**src/rtl/pdh_frame_streamer.sv**
```systemverilog
// Captures one frame of pdh_core DMA samples (optionally decimated), buffers them in a
// small show-ahead FIFO and emits the frame as a single AXI4-Stream packet.
module pdh_frame_streamer #(
    parameter int DATA_WIDTH = 64,
    parameter int FRAME_LEN  = 1024,
    parameter int FIFO_DEPTH = 16,
    parameter int DECIM_W    = 16
) (
    input  logic                           clk,
    input  logic                           rst,
    input  logic                           dma_enable_i,
    input  logic [DATA_WIDTH-1:0]          dma_data_i,
    input  logic [DECIM_W-1:0]             decim_i,
    output logic [DATA_WIDTH-1:0]          m_axis_tdata,
    output logic                           m_axis_tvalid,
    input  logic                           m_axis_tready,
    output logic                           m_axis_tlast,
    output logic                           dma_finished_o,
    output logic                           overflow_o,
    output logic [$clog2(FRAME_LEN+1)-1:0] sample_cnt_o
);
    localparam int CNT_W = $clog2(FRAME_LEN + 1);
    localparam int PTR_W = $clog2(FIFO_DEPTH);
    localparam int OCC_W = $clog2(FIFO_DEPTH + 1);
    localparam int ENT_W = DATA_WIDTH + 1;

    typedef enum logic [1:0] {
        IDLE,
        CAPTURE,
        DRAIN,
        DONE
    } state_t;

    state_t state_reg, state_next;

    logic               enable_q_reg;
    logic [DECIM_W-1:0] decim_reg, decim_next;
    logic [DECIM_W-1:0] tick_cnt_reg, tick_cnt_next;
    logic [CNT_W-1:0]   sample_cnt_reg, sample_cnt_next;
    logic               overflow_reg, overflow_next;

    logic [ENT_W-1:0]   entry_q [FIFO_DEPTH];
    logic [PTR_W-1:0]   wr_ptr_reg, rd_ptr_reg;
    logic [OCC_W-1:0]   occ_reg;

    logic start;
    logic tick;
    logic fifo_full;
    logic fifo_empty;
    logic push;
    logic pop;
    logic sample_last;

    assign start       = dma_enable_i & ~enable_q_reg;
    assign fifo_full   = (occ_reg == OCC_W'(FIFO_DEPTH));
    assign fifo_empty  = (occ_reg == '0);
    // A tick left unserved by a full FIFO keeps the counter at zero, so it stays pending.
    assign tick        = (state_reg == CAPTURE) && (tick_cnt_reg == '0);
    assign push        = tick & ~fifo_full;
    assign pop         = ~fifo_empty & m_axis_tready;
    assign sample_last = (sample_cnt_reg == CNT_W'(FRAME_LEN - 1));

    always_ff @(posedge clk or posedge rst) begin
        if (rst) begin
            state_reg      <= IDLE;
            enable_q_reg   <= 1'b0;
            decim_reg      <= '0;
            tick_cnt_reg   <= '0;
            sample_cnt_reg <= '0;
            overflow_reg   <= 1'b0;
        end else begin
            state_reg      <= state_next;
            enable_q_reg   <= dma_enable_i;
            decim_reg      <= decim_next;
            tick_cnt_reg   <= tick_cnt_next;
            sample_cnt_reg <= sample_cnt_next;
            overflow_reg   <= overflow_next;
        end
    end

    always_comb begin
        state_next      = state_reg;
        decim_next      = decim_reg;
        tick_cnt_next   = tick_cnt_reg;
        sample_cnt_next = sample_cnt_reg;
        overflow_next   = overflow_reg;

        unique case (state_reg)
            IDLE: begin
                if (start) state_next = CAPTURE;
            end
            CAPTURE: begin
                if (push) begin
                    tick_cnt_next   = decim_reg;
                    sample_cnt_next = sample_cnt_reg + CNT_W'(1);
                    if (sample_last) state_next = DRAIN;
                end else if (tick) begin
                    overflow_next = 1'b1;
                end else begin
                    tick_cnt_next = tick_cnt_reg - DECIM_W'(1);
                end
            end
            DRAIN: begin
                if (pop && m_axis_tlast) state_next = DONE;
            end
            DONE: begin
                if (start)              state_next = CAPTURE;
                else if (!dma_enable_i) state_next = IDLE;
            end
            default: state_next = IDLE;
        endcase

        // Frame arming: zero tick count makes the first CAPTURE cycle sample immediately.
        if (start && (state_reg == IDLE || state_reg == DONE)) begin
            decim_next      = decim_i;
            tick_cnt_next   = '0;
            sample_cnt_next = '0;
            overflow_next   = 1'b0;
        end
    end

    for (genvar gi = 0; gi < FIFO_DEPTH; gi++) begin : g_entry
        logic [ENT_W-1:0] entry_reg;

        always_ff @(posedge clk or posedge rst) begin
            if (rst) begin
                entry_reg <= '0;
            end else if (push && (wr_ptr_reg == PTR_W'(gi))) begin
                entry_reg <= {sample_last, dma_data_i};
            end
        end

        assign entry_q[gi] = entry_reg;
    end

    always_ff @(posedge clk or posedge rst) begin
        if (rst) begin
            wr_ptr_reg <= '0;
            rd_ptr_reg <= '0;
            occ_reg    <= '0;
        end else begin
            if (push) wr_ptr_reg <= wr_ptr_reg + PTR_W'(1);
            if (pop)  rd_ptr_reg <= rd_ptr_reg + PTR_W'(1);
            unique case ({push, pop})
                2'b10:   occ_reg <= occ_reg + OCC_W'(1);
                2'b01:   occ_reg <= occ_reg - OCC_W'(1);
                default: occ_reg <= occ_reg;
            endcase
        end
    end

    assign m_axis_tvalid  = ~fifo_empty;
    assign m_axis_tdata   = entry_q[rd_ptr_reg][DATA_WIDTH-1:0];
    assign m_axis_tlast   = entry_q[rd_ptr_reg][DATA_WIDTH];
    assign dma_finished_o = (state_reg == DONE);
    assign overflow_o     = overflow_reg;
    assign sample_cnt_o   = sample_cnt_reg;

endmodule
```
**config.mk**
```make
export PLATFORM = sky130hd
export DESIGN_NAME = pdh_frame_streamer
export DESIGN_NICKNAME = d
export VERILOG_FILES = /design/src/rtl/pdh_frame_streamer.sv
export SDC_FILE = /design/constraint.sdc
export NUM_CORES = 2
export LEC_CHECK = 0
export ABC_AREA = 1
export CAP_MARGIN = 20
export CELL_PAD_IN_SITES_DETAIL_PLACEMENT = 0
export CELL_PAD_IN_SITES_GLOBAL_PLACEMENT = 1
export CORE_UTILIZATION = 50
export DETAILED_ROUTE_END_ITERATION = 10
export GPL_TIMING_DRIVEN = 0
export PLACE_DENSITY = 0.85
export SKIP_LAST_GASP = 1
export SYNTH_ARGS = -nofsm -noshare
export SYNTH_HDL_FRONTEND = slang
export SYNTH_SLANG_ARGS = --single-unit
```
**constraint.sdc**
```tcl
create_clock -name clk -period 122.2 [get_ports clk]
set_input_delay 24.44 -clock clk [delete_from_list [all_inputs] [get_ports clk]]
set_output_delay 24.44 -clock clk [all_outputs]
set_load 0.05 [all_outputs]
```
==> metrics.log <==
[metrics] run status: finished, final reports clean
[metrics] residual overflow from global routing: 0
[metrics] Async SR Flop Fraction: between 90% and 100%
[metrics] Period Utilization, post-route: about a quarter
[metrics] Max-slew headroom: ~16%
[metrics] Clock H-tree levels: 3
[metrics] post-detailed-route via-to-cell ratio: 6.201
[metrics] number of endpoints with negative hold slack in the final report: 0
[metrics] Post CTS Setup Buffer Count: 0
[metrics] sequential-to-total area share from yosys stat: 55.89%
[metrics] number of nets in the final layout: between 6000 and 7000
[metrics] Met1 Routed Length: 78300 µm
[metrics] total iterations of the first detailed-routing run: 8
[metrics] fill cell total of the finished layout: 8935
[metrics] Post-Synthesis Mean Instance Area: 8.673 µm²
[metrics] height of the die: 315.9 µm
[metrics] remaining routing DRC violations: 0
[metrics] total number of clock tree sinks: 1100
[metrics] slew at the pin closest to its max-slew limit: 1.267 ns
[metrics] boundary pin count: ~160
[metrics] Met3 Wirelength: 20210 µm
[metrics] maximum root-to-sink buffer count: 3
[metrics] die boundary width: 315.9 µm
[metrics] Core Area: 97140 µm²
[metrics] Register-to-Register Path Depth: 16
[metrics] final-report setup violation count: 0
[metrics] count of state elements after synthesis: 1100
[metrics] classification of the worst setup path: flip-flop to output pin
[metrics] worst supply voltage drop on vdd: 0.01618 mV
[metrics] DR iter-0 viols: 5761
[metrics] first-pass GRT wire length: 282300 µm
[metrics] later-pin clock latency in the skew report: 0.72 ns
[metrics] cell count after synthesis: 5679
[metrics] floorplan die area: 99770 µm²
[metrics] Highest Signal Layer: met5
[metrics] number of flip-flops in the largest register: 1040
[metrics] RD Place Congestion: 0.9156
[metrics] dominant synthesized flop cell: sky130_fd_sc_hd__dfrtp_1
[metrics] RSZ-0062 raised after global routing: no
[metrics] Finished Cell Area: 56910 µm²
[metrics] number of global-route vias before repair: 43410
[metrics] library cells used by synthesis: 37
[metrics] number of max-cap violations: 0
[metrics] effective utilization at floorplan: 50.71%
[metrics] Worst setup EP type: output pin
[metrics] CTS Hold Buffers Added: 0
[metrics] DP HPWL: 130300 µm
[metrics] FMAX: 33.51 MHz
[metrics] CTS tree: yes
[metrics] type of the worst min-delay path: flip-flop to flip-flop
[metrics] standard cell area after detailed placement: 52880 µm²
[metrics] Clock Tree Root: sky130_fd_sc_hd__clkbuf_16
[metrics] count of synthesis-stage warnings from yosys: 0
[metrics] clock skew: 0.02186 ns
[metrics] detailed route wirelength on metal2: 82470 µm
[metrics] final sum of negative setup slack: 0 ns
[metrics] routed vias: 45630
[metrics] drt total wl: 191400 µm
[metrics] GRT Total Usage: 38.40%
[metrics] Data arrival, critical path: 5.40 ns
[metrics] power density normalized to cell area: between 20 and 25 nW/µm²
[metrics] EDFF count, synth: 0
[metrics] total number of placement rows: 114
[metrics] count of input and output buffers: 162
[metrics] LEAKAGE: 25.87 nW
[metrics] combined area of all synthesized cells: just under 50000 µm²
[metrics] maximum number of pins on one net before global-route repair: 128
[metrics] final routed wire length divided by cell count: between 20 and 30 µm
[metrics] clock period minus worst slack: 29.84 ns
[metrics] clock transition time at the flip-flop clock pins of the worst setup and hold paths: 0.06 ns
[metrics] net count after synthesis: 5780
[metrics] number of antenna violations at the first check in global routing: 6
[metrics] Crit Path Max Fanout: 10
[metrics] Final Slew Violations: 0
[metrics] share of post-route cells with drive strength above 1: 6.135%
[metrics] Min-Delay Path Depth: 2
[metrics] number of gates resized after CTS: 0
[metrics] total CTS buffers: 119
[metrics] number of nets with antenna violations after routing: 0
[metrics] CP required: 97.76 ns
[metrics] Area Overhead vs Synth: 15.54%
[metrics] element type at the critical path start: flip-flop
-- cells in the mapped netlist, types with 3 or more instances --
master / instances / area [µm²]
sky130_fd_sc_hd__o211ai_1: 82 / 615.6
sky130_fd_sc_hd__nand2_1: 1253 / 4703
sky130_fd_sc_hd__nand3_4: 10 / 175.2
sky130_fd_sc_hd__buf_2: 87 / 435.4
sky130_fd_sc_hd__o21ai_0: 1494 / 7477
sky130_fd_sc_hd__ha_1: 17 / 212.7
sky130_fd_sc_hd__dfrtp_1: 1100 / 27530
sky130_fd_sc_hd__buf_6: 56 / 630.6
sky130_fd_sc_hd__inv_1: 133 / 499.2
sky130_fd_sc_hd__buf_1: 10 / 37.54
sky130_fd_sc_hd__nand3_1: 93 / 465.5
sky130_fd_sc_hd__nor2_2: 3 / 18.77
sky130_fd_sc_hd__clkbuf_1: 359 / 1348
sky130_fd_sc_hd__o221ai_1: 178 / 1559
sky130_fd_sc_hd__nand4_1: 7 / 43.79
sky130_fd_sc_hd__nor2_1: 568 / 2132
sky130_fd_sc_hd__a21oi_1: 11 / 55.05
sky130_fd_sc_hd__xor2_1: 15 / 131.4
sky130_fd_sc_hd__o22ai_1: 85 / 531.8
sky130_fd_sc_hd__nor3_1: 7 / 35.03
sky130_fd_sc_hd__o21ai_1: 90 / 450.4
-- worst paths after layout --
kind / startpoint / end / slack (ns)
max reg2reg: occ_reg[2]$_DFFE_PP0P_ / occ_reg[4]$_DFFE_PP0P_ / 118.63
max in group asynchronous: rst / g_entry[14].entry_reg[25]$_DFFE_PP0P_ / 95.41
min in group asynchronous: rst / g_entry[12].entry_reg[61]$_DFFE_PP0P_ / 24.29
max: rd_ptr_reg[0]$_DFFE_PP0P_ / m_axis_tdata[50] / 92.36
min reg2reg: decim_reg[0]$_DFFE_PP0P_ / decim_reg[0]$_DFFE_PP0P_ / 0.47
min: decim_reg[0]$_DFFE_PP0P_ / decim_reg[0]$_DFFE_PP0P_ / 0.47
-- report_power, final --
group          switching (W)  internal, W  total, W
sequential         0.0000210     0.000399  0.000420
combinational       0.000420     0.000137  0.000557
clock               0.000154     0.000217  0.000371
total               0.000595     0.000754   0.00135
-- cell usage in the layout, fill, tap and decap left out, types with 7 or more instances in the layout --
master / Yosys / layout
sky130_fd_sc_hd__o211ai_1: 82 / 82
sky130_fd_sc_hd__buf_6: 56 / 57
sky130_fd_sc_hd__o21ai_0: 1494 / 1494
sky130_fd_sc_hd__nand4_1: 7 / 7
sky130_fd_sc_hd__nand3_4: 10 / 10
sky130_fd_sc_hd__inv_1: 133 / 132
sky130_fd_sc_hd__clkdlybuf4s50_1: 0 / 162
sky130_fd_sc_hd__nand3_1: 93 / 93
sky130_fd_sc_hd__o21ai_1: 90 / 90
sky130_fd_sc_hd__buf_16: 0 / 10
sky130_fd_sc_hd__xor2_1: 15 / 15
sky130_fd_sc_hd__buf_2: 87 / 87
sky130_fd_sc_hd__o22ai_1: 85 / 85
sky130_fd_sc_hd__nor3_1: 7 / 7
sky130_fd_sc_hd__dfrtp_1: 1100 / 1100
sky130_fd_sc_hd__clkbuf_8: 0 / 30
sky130_fd_sc_hd__nor2_1: 568 / 568
sky130_fd_sc_hd__clkinv_2: 0 / 22
sky130_fd_sc_hd__bufinv_16: 0 / 8
sky130_fd_sc_hd__buf_1: 10 / 10
sky130_fd_sc_hd__o221ai_1: 178 / 178
sky130_fd_sc_hd__ha_1: 17 / 17
sky130_fd_sc_hd__a21oi_1: 11 / 11
sky130_fd_sc_hd__nand2_1: 1253 / 1253
sky130_fd_sc_hd__buf_8: 1 / 11
sky130_fd_sc_hd__clkbuf_1: 359 / 389
sky130_fd_sc_hd__clkbuf_16: 0 / 122
-- layout make-up --
cell class / count / area, µm² / share of cell area [%]
Sequential cell: 1100 / 27530 / 48.37
Multi-Input combinational cell: 3929 / 18750 / 32.94
Clock buffer: 182 / 3578 / 6.288
Buffer: 514 / 2471 / 4.342
Timing Repair Buffer: 183 / 2058 / 3.617
Tap cell: 1276 / 1597 / 2.805
Inverter: 136 / 518.0 / 0.9102
Clock inverter: 36 / 410.4 / 0.7211
Antenna cell: 2 / 5.005 / 0.008794
-- layer usage --
metal | vias up | track usage, %
met5 | - | 0
met4 | 6 | 18.85
met3 | 497 | 9.183
met2 | 2502 | 56.36
met1 | 22760 | 53.48
li1 | 19860 | -
-- cell families after synthesis --
kind of cell / share of synthesized area, %
XOR/XNOR: 0.3023
adder cells (fa/ha/maj): 0.4318
multiplexers: 0.02032
AO/OA/AOI/OAI: 21.77
flip-flops: 55.89
AND/OR/NAND/NOR: 15.53
buffers and inverters: 6.053
-- critical path: stages, from the launching register on --
cell,delay [ns]
sky130_fd_sc_hd__dfrtp_1,0.43
sky130_fd_sc_hd__buf_2,0.44
sky130_fd_sc_hd__buf_2,0.44
sky130_fd_sc_hd__clkbuf_1,0.64
sky130_fd_sc_hd__clkbuf_1,0.70
sky130_fd_sc_hd__buf_8,0.25
sky130_fd_sc_hd__nor2_1,0.07
sky130_fd_sc_hd__o221ai_1,0.22
sky130_fd_sc_hd__o211ai_1,0.24
sky130_fd_sc_hd__nand2_1,0.36
sky130_fd_sc_hd__clkdlybuf4s50_1,0.87
-- metrics by stage --
| step | total power, W | utilization, % | cells | setup slack [ns] | hold slack [ns] |
|---|---|---|---|---|---|
| 6_report | 0.001349 | 58.59 | 7358 | 92.36 | 0.4704 |
| 3_5_place_dp | 0.0009617 | 54.43 | 7135 | 93.34 | 0.4558 |
| 2_1_floorplan | 0.0007257 | - | 5679 | 66.79 | 0.4364 |
| 4_1_cts | 0.001330 | 58.54 | 7353 | 92.56 | 0.4685 |
| 3_3_place_gp | 0.0009532 | 54.02 | 7117 | 53.31 | 0.4542 |
| 5_1_grt | 0.001390 | 58.58 | 7356 | 92.38 | 0.4891 |
Note: power is estimated with default switching activity, not from simulation.
